### src/rtl/frame_line_reader.sv
// Line-buffer read side of a double-buffered scanline renderer: issues line-RAM reads
// per pixel strobe, swaps banks at the end of the visible line and emits palette indices.
module frame_line_reader #(
    parameter int         H_VISIBLE = 640,
    parameter logic [3:0] BG_INDEX  = 4'h0
) (
    input  logic       Clk50,
    input  logic       Reset,
    input  logic       pix_en,
    input  logic [9:0] DrawX,
    input  logic [9:0] DrawY,
    input  logic       blank,
    input  logic       wr_line_ready,
    output logic       rd_bank,
    output logic       rd_en,
    output logic [9:0] rd_addr,
    input  logic [3:0] rd_data,
    output logic [3:0] pix_index,
    output logic       pix_valid,
    output logic       rd_line_ack,
    output logic [7:0] underrun_cnt
);

    localparam logic [9:0] SWAP_COL = 10'(H_VISIBLE);

    typedef enum logic [0:0] {
        WAIT_FIRST = 1'b0,
        STREAM     = 1'b1
    } state_t;

    state_t     state_r;
    state_t     state_nxt_s;
    logic       swap_s;
    logic       take_s;
    logic       underrun_s;
    logic       read_s;
    logic [7:0] cnt_nxt_s;
    logic       s1_valid_r;
    logic       s1_read_r;
    logic       s2_valid_r;
    logic       s2_read_r;
    logic       unused_s;

    // DrawY is a debug-only passenger
    assign unused_s = ^DrawY;

    // Swap-point decode, read-slot decode, counter saturation and next state
    always_comb begin
        swap_s      = 1'b0;
        take_s      = 1'b0;
        underrun_s  = 1'b0;
        read_s      = 1'b0;
        cnt_nxt_s   = underrun_cnt;
        state_nxt_s = state_r;

        swap_s     = pix_en && (DrawX == SWAP_COL);
        take_s     = swap_s && wr_line_ready;
        underrun_s = swap_s && !wr_line_ready && (state_r == STREAM);
        read_s     = pix_en && blank && (DrawX < SWAP_COL) && (state_r == STREAM);

        if (underrun_s && (underrun_cnt != 8'hFF)) begin
            cnt_nxt_s = underrun_cnt + 8'd1;
        end else begin
            cnt_nxt_s = underrun_cnt;
        end

        case (state_r)
            WAIT_FIRST: begin
                if (take_s) begin
                    state_nxt_s = STREAM;
                end else begin
                    state_nxt_s = WAIT_FIRST;
                end
            end
            STREAM:  state_nxt_s = STREAM;
            default: state_nxt_s = WAIT_FIRST;
        endcase
    end

    // State register
    always_ff @(posedge Clk50 or negedge Reset) begin
        if (!Reset) begin
            state_r <= WAIT_FIRST;
        end else begin
            state_r <= state_nxt_s;
        end
    end

    // Bank ownership, swap acknowledge and underrun counter
    always_ff @(posedge Clk50 or negedge Reset) begin
        if (!Reset) begin
            rd_bank      <= 1'b0;
            rd_line_ack  <= 1'b0;
            underrun_cnt <= 8'd0;
        end else begin
            if (take_s) begin
                rd_bank <= ~rd_bank;
            end else begin
                rd_bank <= rd_bank;
            end
            rd_line_ack  <= take_s;
            underrun_cnt <= cnt_nxt_s;
        end
    end

    // Stage 1: RAM request; the bank is sampled by the RAM with the request, so a
    // later swap cannot redirect a read already issued
    always_ff @(posedge Clk50 or negedge Reset) begin
        if (!Reset) begin
            rd_en      <= 1'b0;
            rd_addr    <= 10'd0;
            s1_valid_r <= 1'b0;
            s1_read_r  <= 1'b0;
        end else begin
            rd_en      <= read_s;
            s1_valid_r <= pix_en;
            s1_read_r  <= read_s;
            if (read_s) begin
                rd_addr <= DrawX;
            end else begin
                rd_addr <= rd_addr;
            end
        end
    end

    // Stage 2 (RAM latency) and stage 3 (output register)
    always_ff @(posedge Clk50 or negedge Reset) begin
        if (!Reset) begin
            s2_valid_r <= 1'b0;
            s2_read_r  <= 1'b0;
            pix_valid  <= 1'b0;
            pix_index  <= BG_INDEX;
        end else begin
            s2_valid_r <= s1_valid_r;
            s2_read_r  <= s1_read_r;
            pix_valid  <= s2_valid_r;
            if (s2_read_r) begin
                pix_index <= rd_data;
            end else begin
                pix_index <= BG_INDEX;
            end
        end
    end

endmodule
### config.mk
export PLATFORM = sky130hd
export DESIGN_NAME = frame_line_reader
export DESIGN_NICKNAME = d
export VERILOG_FILES = /design/src/rtl/frame_line_reader.sv
export SDC_FILE = /design/constraint.sdc
export NUM_CORES = 1
export LEC_CHECK = 0
export CORE_UTILIZATION = 40
export DETAILED_ROUTE_END_ITERATION = 7
export PLACE_DENSITY_LB_ADDON = 0.12
export SETUP_SLACK_MARGIN = 0.4
export SYNTH_ARGS = -nofsm -noshare
export SYNTH_HDL_FRONTEND = slang
export SYNTH_SLANG_ARGS = --single-unit
### constraint.sdc
create_clock -name Clk50 -period 2.09 [get_ports Clk50]
set_input_delay 0.5225 -clock Clk50 [delete_from_list [all_inputs] [get_ports Clk50]]
set_output_delay 0.5225 -clock Clk50 [all_outputs]
set_load 0.1 [all_outputs]
### Yosys cells after proc, flatten, opt, wreduce, memory -nomap -nowiden

Index checks and enable logic that the tools add are counted.

| storage, ports and cells | value |
|---|---|
| flip-flop bits (word level) | 30 |
| input bits | 29 |

| operators by class | value |
|---|---|
| bitwise operators | 2 |
| reduce and logical (&&, ||, !) cells | 9 |
| mux-type cells | 3 |
| add/sub/neg operators | 1 |
| $lt $le $gt $ge | 1 |
| equal/unequal tests | 2 |

Operators by type and width:

| cell | count |
|---|---|
| $eq 10x10->1 const B | 1 |
| $lt 10x10->1 const B | 1 |
| $add 8x1->8 const B | 1 |
| $logic_and 1x1->1 | 8 |
| $ne 8x8->1 const B | 1 |
| $mux 4 | 1 |
| $not 1->1 | 2 |
| $pmux 1 s2 | 1 |
| $logic_not 1->1 | 1 |
| $mux 1 | 1 |

### Longest topological paths before layout

Gate-level depths: netlist of run 1.

| depth | value |
|---|---|
| depth after elaboration | 5 |
| gate-level depth with buffers | 5 |
| mapped depth without buffers | 5 |

### Worst setup path after synthesis of run 1

No wires, ideal clock.

| path | value |
|---|---|
| path kind | flip-flop to flip-flop |
| start point | register underrun_cnt[0] |
| end point | register underrun_cnt[1] |
| stages on the path, launching flop included | 6 |
| arrival time | 2.113 ns |
| clock period less this slack | 2.241 ns |
| required time | 1.962 ns |
| library setup time | 0.128 ns |
| slack | -0.151 ns |
| cells stage by stage | dfrtp_1 ha_1 nand3_1 nor2_1 nor2_1 mux2_1 |

| between the ends | value |
|---|---|
| word-level cells in the longest chain between the ends | 2 |
| elaborated cells between the ends (all ways) | 3 |
| those cells by class | add/sub: 1; eq/ne: 1; reduce/logical: 1 |

Ends and longest elaborated chain:

| item | line | source |
|---|---|---|
| start: declaration | 21 | `output logic [7:0] underrun_cnt` |
| start signal: assignment | 102 | `underrun_cnt <= cnt_nxt_s;` |
| parallel branches: the longest is 2 deep, another holds $add 8x1->8 | n/a |  |

Several ways; the timed one is not identified.
A chain may end at the register's enable or synchronous reset.

### Worst setup path after layout of run 1

| path | value |
|---|---|
| start point | input port DrawX[5] |
| end point | register underrun_cnt[6] |

| between the ends | value |
|---|---|
| word-level cells in the longest chain between the ends | 5 |

Ends and longest elaborated chain:

| item | line | source |
|---|---|---|
| start: declaration | 10 | `input logic [9:0] DrawX,` |
| $eq 10x10->1 | 56 | `swap_s = pix_en && (DrawX == SWAP_COL);` |
| $logic_and 1x1->1 | 56 |  |
| $logic_and 1x1->1 (2 in a row) | 58 | `underrun_s = swap_s && !wr_line_ready && (state_r == STREAM);` |
| $logic_and 1x1->1 | 61 | `if (underrun_s && (underrun_cnt != 8'hFF)) begin` |

No other way between the ends.

==> results.ini, run 1 <==
[power]
p_leak_nw = 0.9975
irDropWorstVdd_uv = 538.0
pwr-share-clk_pct = 32.5
seq_power_share_pct = 53.3
p_int_w = 0.0008110
power_frac_comb_pct = 14.2
p_per_area_nw_per_um2 = 580.8
netSwitchingPower_w = 0.0003074
sw_frac_of_total_pct = 27.49

[route]
drt_iter0_drc = 19
route.detailed.drc = 4
wl_per_cell_um = 12.82
vias_per_cell = 4.901
first_pass_iters = 6
wirelength_mm = 2.321
drtAntennaViolNets = 0
vias = 887

[grt]
grt_pass1_wl_mm = 4.008
grt_pass1_vias = 912
antenna_found_initial = 0
overflow = 0
grt_max_degree = 17
globalRouteTotalUtil_pct = 17.09

[placement]
place_congestion = 0.7291
dpl_cell_area_um2 = 1815
dp_cells = 171
io_buffers = 44
dpl_worst_slack_ps = -361.8
dp_hpwl_mm = 1.720

[yosys]
yosysTopAreaCell = dfrtp_1
ys_ff_latch = 30
yosys.cell_types.count = 28
yosysMostFrequentCell = dfrtp_1
synthTopCellsByCount = 30 x dfrtp_1, 10 x mux2_2, 6 x nand3_1, 6 x xor2_1, 4 x and2_1
synth_edf_count = 0
synth_ff_type = dfrtp_1
synth_warnings = 0
synth_area_leaders = dfrtp_1 63%, mux2_2 9.4%, xor2_1 4.4%
synthArstFlopShare_pct = 100.0
synth_nets = 114
syn_inst = 84
syn-mean-instance-area_um2 = 14.27
synthesis.area_um2 = 1199
seq_area_frac_synth_pct = 62.63
synth_top_area_share_pct = 62.63

[worst_setup_path]
critPathCaptureType = flop
worstSetupStartpoint = DrawX[5]
crit_chain = buf_6, or4_4, nand4bb_1, buf_6, nor3_4, mux2_4
ff2ff_path_depth = 5
worstReg2RegStart = underrun_cnt[0]$_DFFE_PN0P_
crit_fanout = 7
crit_slowest_cell = or4_4
r2r_end = underrun_cnt[1]$_DFFE_PN0P_
r2r_slack_ps = 550
crit_end = underrun_cnt[6]$_DFFE_PN0P_
cp.required_ps = 2300
slowest_delay_ps = 530
critPathKind = in2reg
crit_path_frequent_cell = buf_6
worstPathArrival_ps = 1950
startpoint_type = primary input

[final_layout]
nFillCells = 227
nets = 179
antenna_cells = 0
area_growth_pct = 60.65
fin_area_um2 = 1926
final-seq-area_um2 = 770.7
stdcell_count = 181
drive_gt1_share_pct = 53.33
multi_input_area_um2 = 470.5

[outcome]
status = finished with violations
violations = design-rule violations

[sta]
skew_ps = 5.466
final_max_slew_viol_count = 0
finalSetupViolCount = 0
finalWorstSetupSlack_ps = 351.7
clock.fmax_mhz = 575.3
post-route-min-period_ps = 1738
fin_crit_sh_pct = 83.17
finalSetupTns_ps = 0
rsz0062_at_grt = true
worst_pin_slew_ps = 591.9
relSlewSlack_pct = 60.41
hold_violations = 0

[clocking]
cts.path.max_buffers = 2
cts_buffers = 5
ctsRootBufferMaster = clkbuf_4
clkSinkCount = 30
clk_latency_ps = 320
clk_pin_slew_ps = 90
cts_tree = built
cts_hold_buffers = 0
h-tree-depth = 2

[floorplan]
die_width_um = 56.74
ios = 55
die_y_um = 56.74
num_rows = 19
start_util_pct = 42.73
die_area_um2 = 3219
core_um2 = 2805

[min_path]
hold_class = reg2reg

[run]
maxCapViolations = 0

==> worst min path at each step <==
stage	from	to	depth (start not counted)
after floorplan	Reset	pix_index[0]$_DFF_PN0_	0
after global placement	s2_valid_r$_DFF_PN0_	pix_valid$_DFF_PN0_	0
after detailed placement	s2_valid_r$_DFF_PN0_	pix_valid$_DFF_PN0_	0
after CTS	s2_valid_r$_DFF_PN0_	pix_valid$_DFF_PN0_	0
after global routing	s1_valid_r$_DFF_PN0_	s2_valid_r$_DFF_PN0_	0
final	s2_valid_r$_DFF_PN0_	pix_valid$_DFF_PN0_	0
==> metrics by stage <==
step                util, %  hold WS, ps  total power, W
finish                68.64        360.2        0.001118
global route          68.64        377.1        0.001176
CTS                   67.48        361.7        0.001135
detailed placement    64.72        340.1       0.0007710
global placement      64.72        335.0       0.0007688
floorplan                 -        226.9       0.0006867
==> power groups by stage <==
stage | logic (W) | registers [W] | clock network (W)
after floorplan | 0.0000107 | 0.000676 | 0
after global placement | 0.000161 | 0.000608 | 0
after detailed placement | 0.000163 | 0.000608 | 0
after CTS | 0.000160 | 0.000596 | 0.000379
after global routing | 0.000166 | 0.000598 | 0.000412
final | 0.000158 | 0.000596 | 0.000364
==> state kept, by name, summed over array words and instances, names as in the netlist <==
signal,cells
pix_valid,1
rd_line_ack,1
s1_valid_r,1
underrun_cnt,8
rd_bank,1
rd_addr,10
pix_index,4
s1_read_r,1
s2_valid_r,1
s2_read_r,1
state_r,1
==> layer usage <==
layer	part of all wire (%)	global-route usage, %	wire, um
met4	1.2	8.362	29
met3	8.9	8.295	206
met5	0	0	0
met1	43	18.92	999
met2	47	27.38	1084
==> area by class of cell <==
| cell class | instances | share of cell area, % |
|---|---|---|
| Sequential cell | 30 | 40.03 |
| Inverter | 1 | 0.1949 |
| Clock buffer | 6 | 2.664 |
| Tap cell | 31 | 2.014 |
| Clock inverter | 2 | 0.6498 |
| Timing Repair Buffer | 60 | 30.02 |
| Multi-Input combinational cell | 51 | 24.43 |
==> worst max-delay path, delay by kind of cell <==
family                 cells  cell delay, ps
AND/OR/NAND/NOR            3             870
multiplexers               1             310
buffers and inverters      2             260
==> what timing repair did <==
action                                  CTS  global route
buffers inserted                          1             1
pin swaps                                 7             5
cloned                                    0             0
endpoints found under the setup margin   11             3
gates resized for setup                  24             6
==> cells by family after synthesis <==
logic type	count (synthesis)	share of synthesized area [%]
AND/OR/NAND/NOR	30	18.16
flip-flops	30	62.63
multiplexers	11	10.33
XOR/XNOR	7	5.115
buffers and inverters	3	1.565
AO/OA/AOI/OAI	2	1.148
adder cells (fa/ha/maj)	1	1.044
==> cell usage in the layout, fill, tap and decap left out, types with 3 or more instances in the layout <==
cell	count
dlygate4sd2_1	4
clkbuf_4	5
mux2_2	9
buf_12	6
buf_6	4
clkdlybuf4s50_1	7
nand2b_1	3
buf_4	34
dlymetal6s2s_1	3
nand3_1	6
dfrtp_2	4
xor2_1	6
and2_1	4
dfrtp_4	4
dfrtp_1	22
Note: power is estimated with default switching activity, not from simulation.
==> run 2: changes to the inputs <==
Clock period 2.09 ns to 1.66 ns, I/O delays scaled along.
==> results.ini, run 2 (same netlist as run 1, synthesis figures left out) <==
[sta]
post-route-min-period_ps = 1667
finalSetupViolCount = 2
relSlewSlack_pct = 74.28
rsz0062_at_grt = true
finalSetupTns_ps = -11.03
final_max_slew_viol_count = 0
worst_pin_slew_ps = 385.8
hold_violations = 0
skew_ps = 8.169
finalWorstSetupSlack_ps = -6.689
fin_crit_sh_pct = 100.4
clock.fmax_mhz = 600.0

[final_layout]
area_growth_pct = 105.0
largest_reg_flops = 10
antenna_cells = 0
nFillCells = 111
layout_common_cells = 28 x buf_12, 21 x buf_4, 20 x dfrtp_2
fin_area_um2 = 2457
top_register = rd_addr
final_common_cell = buf_12
stdcell_count = 193
nets = 191
drive_gt1_share_pct = 73.46
top_regs = rd_addr: 10 flops, underrun_cnt: 8 flops, pix_index: 4 flops

[clocking]
clk_pin_slew_ps = 100
clk_latency_ps = 340
cts_tree = built
h-tree-depth = 2
clkSinkCount = 30
cts_hold_buffers = 0
cts_buffers = 5
ctsRootBufferMaster = clkbuf_4
cts.path.max_buffers = 2

[floorplan]
num_rows = 19
start_util_pct = 42.73
ios = 55
die_area_um2 = 3219
core_um2 = 2805
die_width_um = 56.74
die_y_um = 56.74

[route]
first_pass_iters = 6
wirelength_mm = 3.793
drtAntennaViolNets = 0
wl_per_cell_um = 19.65
vias = 1006
drt_iter0_drc = 40
vias_per_cell = 5.212
route.detailed.drc = 4

[worst_setup_path]
crit_path_frequent_cell = buf_6
path_buf_inv = 3
crit_slowest_cell = or4_4
startpoint_type = primary input
slowest_delay_ps = 520
crit_chain = buf_6, or4_4, nand4bb_1, buf_6, buf_4, nor4b_4, xor2_1
path_delay_family = simple AND/OR/NAND/NOR gates
cp.required_ps = 1930
critPathKind = in2reg
worstPathArrival_ps = 1930
critPathCaptureType = flop
crit_fanout = 7

[min_path]
hold_class = in2reg

[placement]
dp_hpwl_mm = 1.944
dpl_worst_slack_ps = -668.6
io_buffers = 44
dpl_cell_area_um2 = 2086
place_congestion = 0.7617
dp_cells = 168

[run]
maxCapViolations = 0

[grt]
overflow = 0
grt_pass1_vias = 1045
grt_max_degree = 31
globalRouteTotalUtil_pct = 20.52
antenna_found_initial = 0
grt_pass1_wl_mm = 4.816

[power]
total_power_w = 0.001573
p_leak_nw = 1.122
irDropWorstVdd_uv = 585.8
p_per_area_nw_per_um2 = 640.2

[outcome]
status = finished with violations
violations = design-rule violations, negative setup slack

==> run 2: cell type report <==
type                    instances  area [um2]  share of cell area (%)
inverters                       1       3.754                  0.1527
flip-flops and latches         30       798.3                   32.48
multi-input cells              51       581.8                   23.68
well taps                      31       38.79                   1.578
clock inverters                 3       40.04                   1.629
repair buffers                 72       957.2                   38.95
clock buffers                   5       37.54                   1.527
==> run 2: worst register-to-register path, cell delays in order (launching register included) <==
cell and delay (ps):
dfrtp_1 400, nor4b_2 220, nand4bb_1 150, buf_6 170, buf_4 140, nor4b_4 230, xor2_1 160
==> run 2: worst paths after layout <==
| check | start | end | slack, ps | cells after the start |
|---|---|---|---|---|
| min in group asynchronous | Reset | pix_index[2]$_DFF_PN0_ | 460 | 2 |
| worst min register to register | s2_valid_r$_DFF_PN0_ | pix_valid$_DFF_PN0_ | 370 | 0 |
| worst max register to register | state_r$_DFF_PN0_ | underrun_cnt[7]$_DFFE_PN0P_ | 110 | 6 |
| max in group asynchronous | Reset | underrun_cnt[0]$_DFFE_PN0P_ | 870 | 2 |
| worst max-delay path | DrawX[5] | underrun_cnt[7]$_DFFE_PN0P_ | -7 | 7 |
| worst min-delay path | DrawX[6] | rd_addr[6]$_DFFE_PN0P_ | 300 | 2 |
==> run 2: power by group <==
group / switching, W / internal [W] / total (W)
clock network: 0.000261 / 0.000312 / 0.000573
logic: 0.000138 / 0.000102 / 0.000239
registers: 0.0000147 / 0.000747 / 0.000761
==> run 2: metrics by stage <==
stage,util (%),hold slack (ps)
final,87.60,304.5
after global routing,87.60,289.3
after CTS,82.20,300.1
after detailed placement,74.35,338.0
after global placement,74.35,333.6
after floorplan,-,119.4
==> run 2: repair_timing <==
action	in CTS	in global routing
pin swaps	11	11
buffers inserted	10	6
gates cloned	0	1
resized for setup	39	15
endpoints found under the setup margin	47	43
==> run 2: metal layers <==
metal	GRT usage, %	wire, um
met1	23.56	1528
met2	34.69	2008
met3	8.756	185
met4	6.272	71
met5	0	0
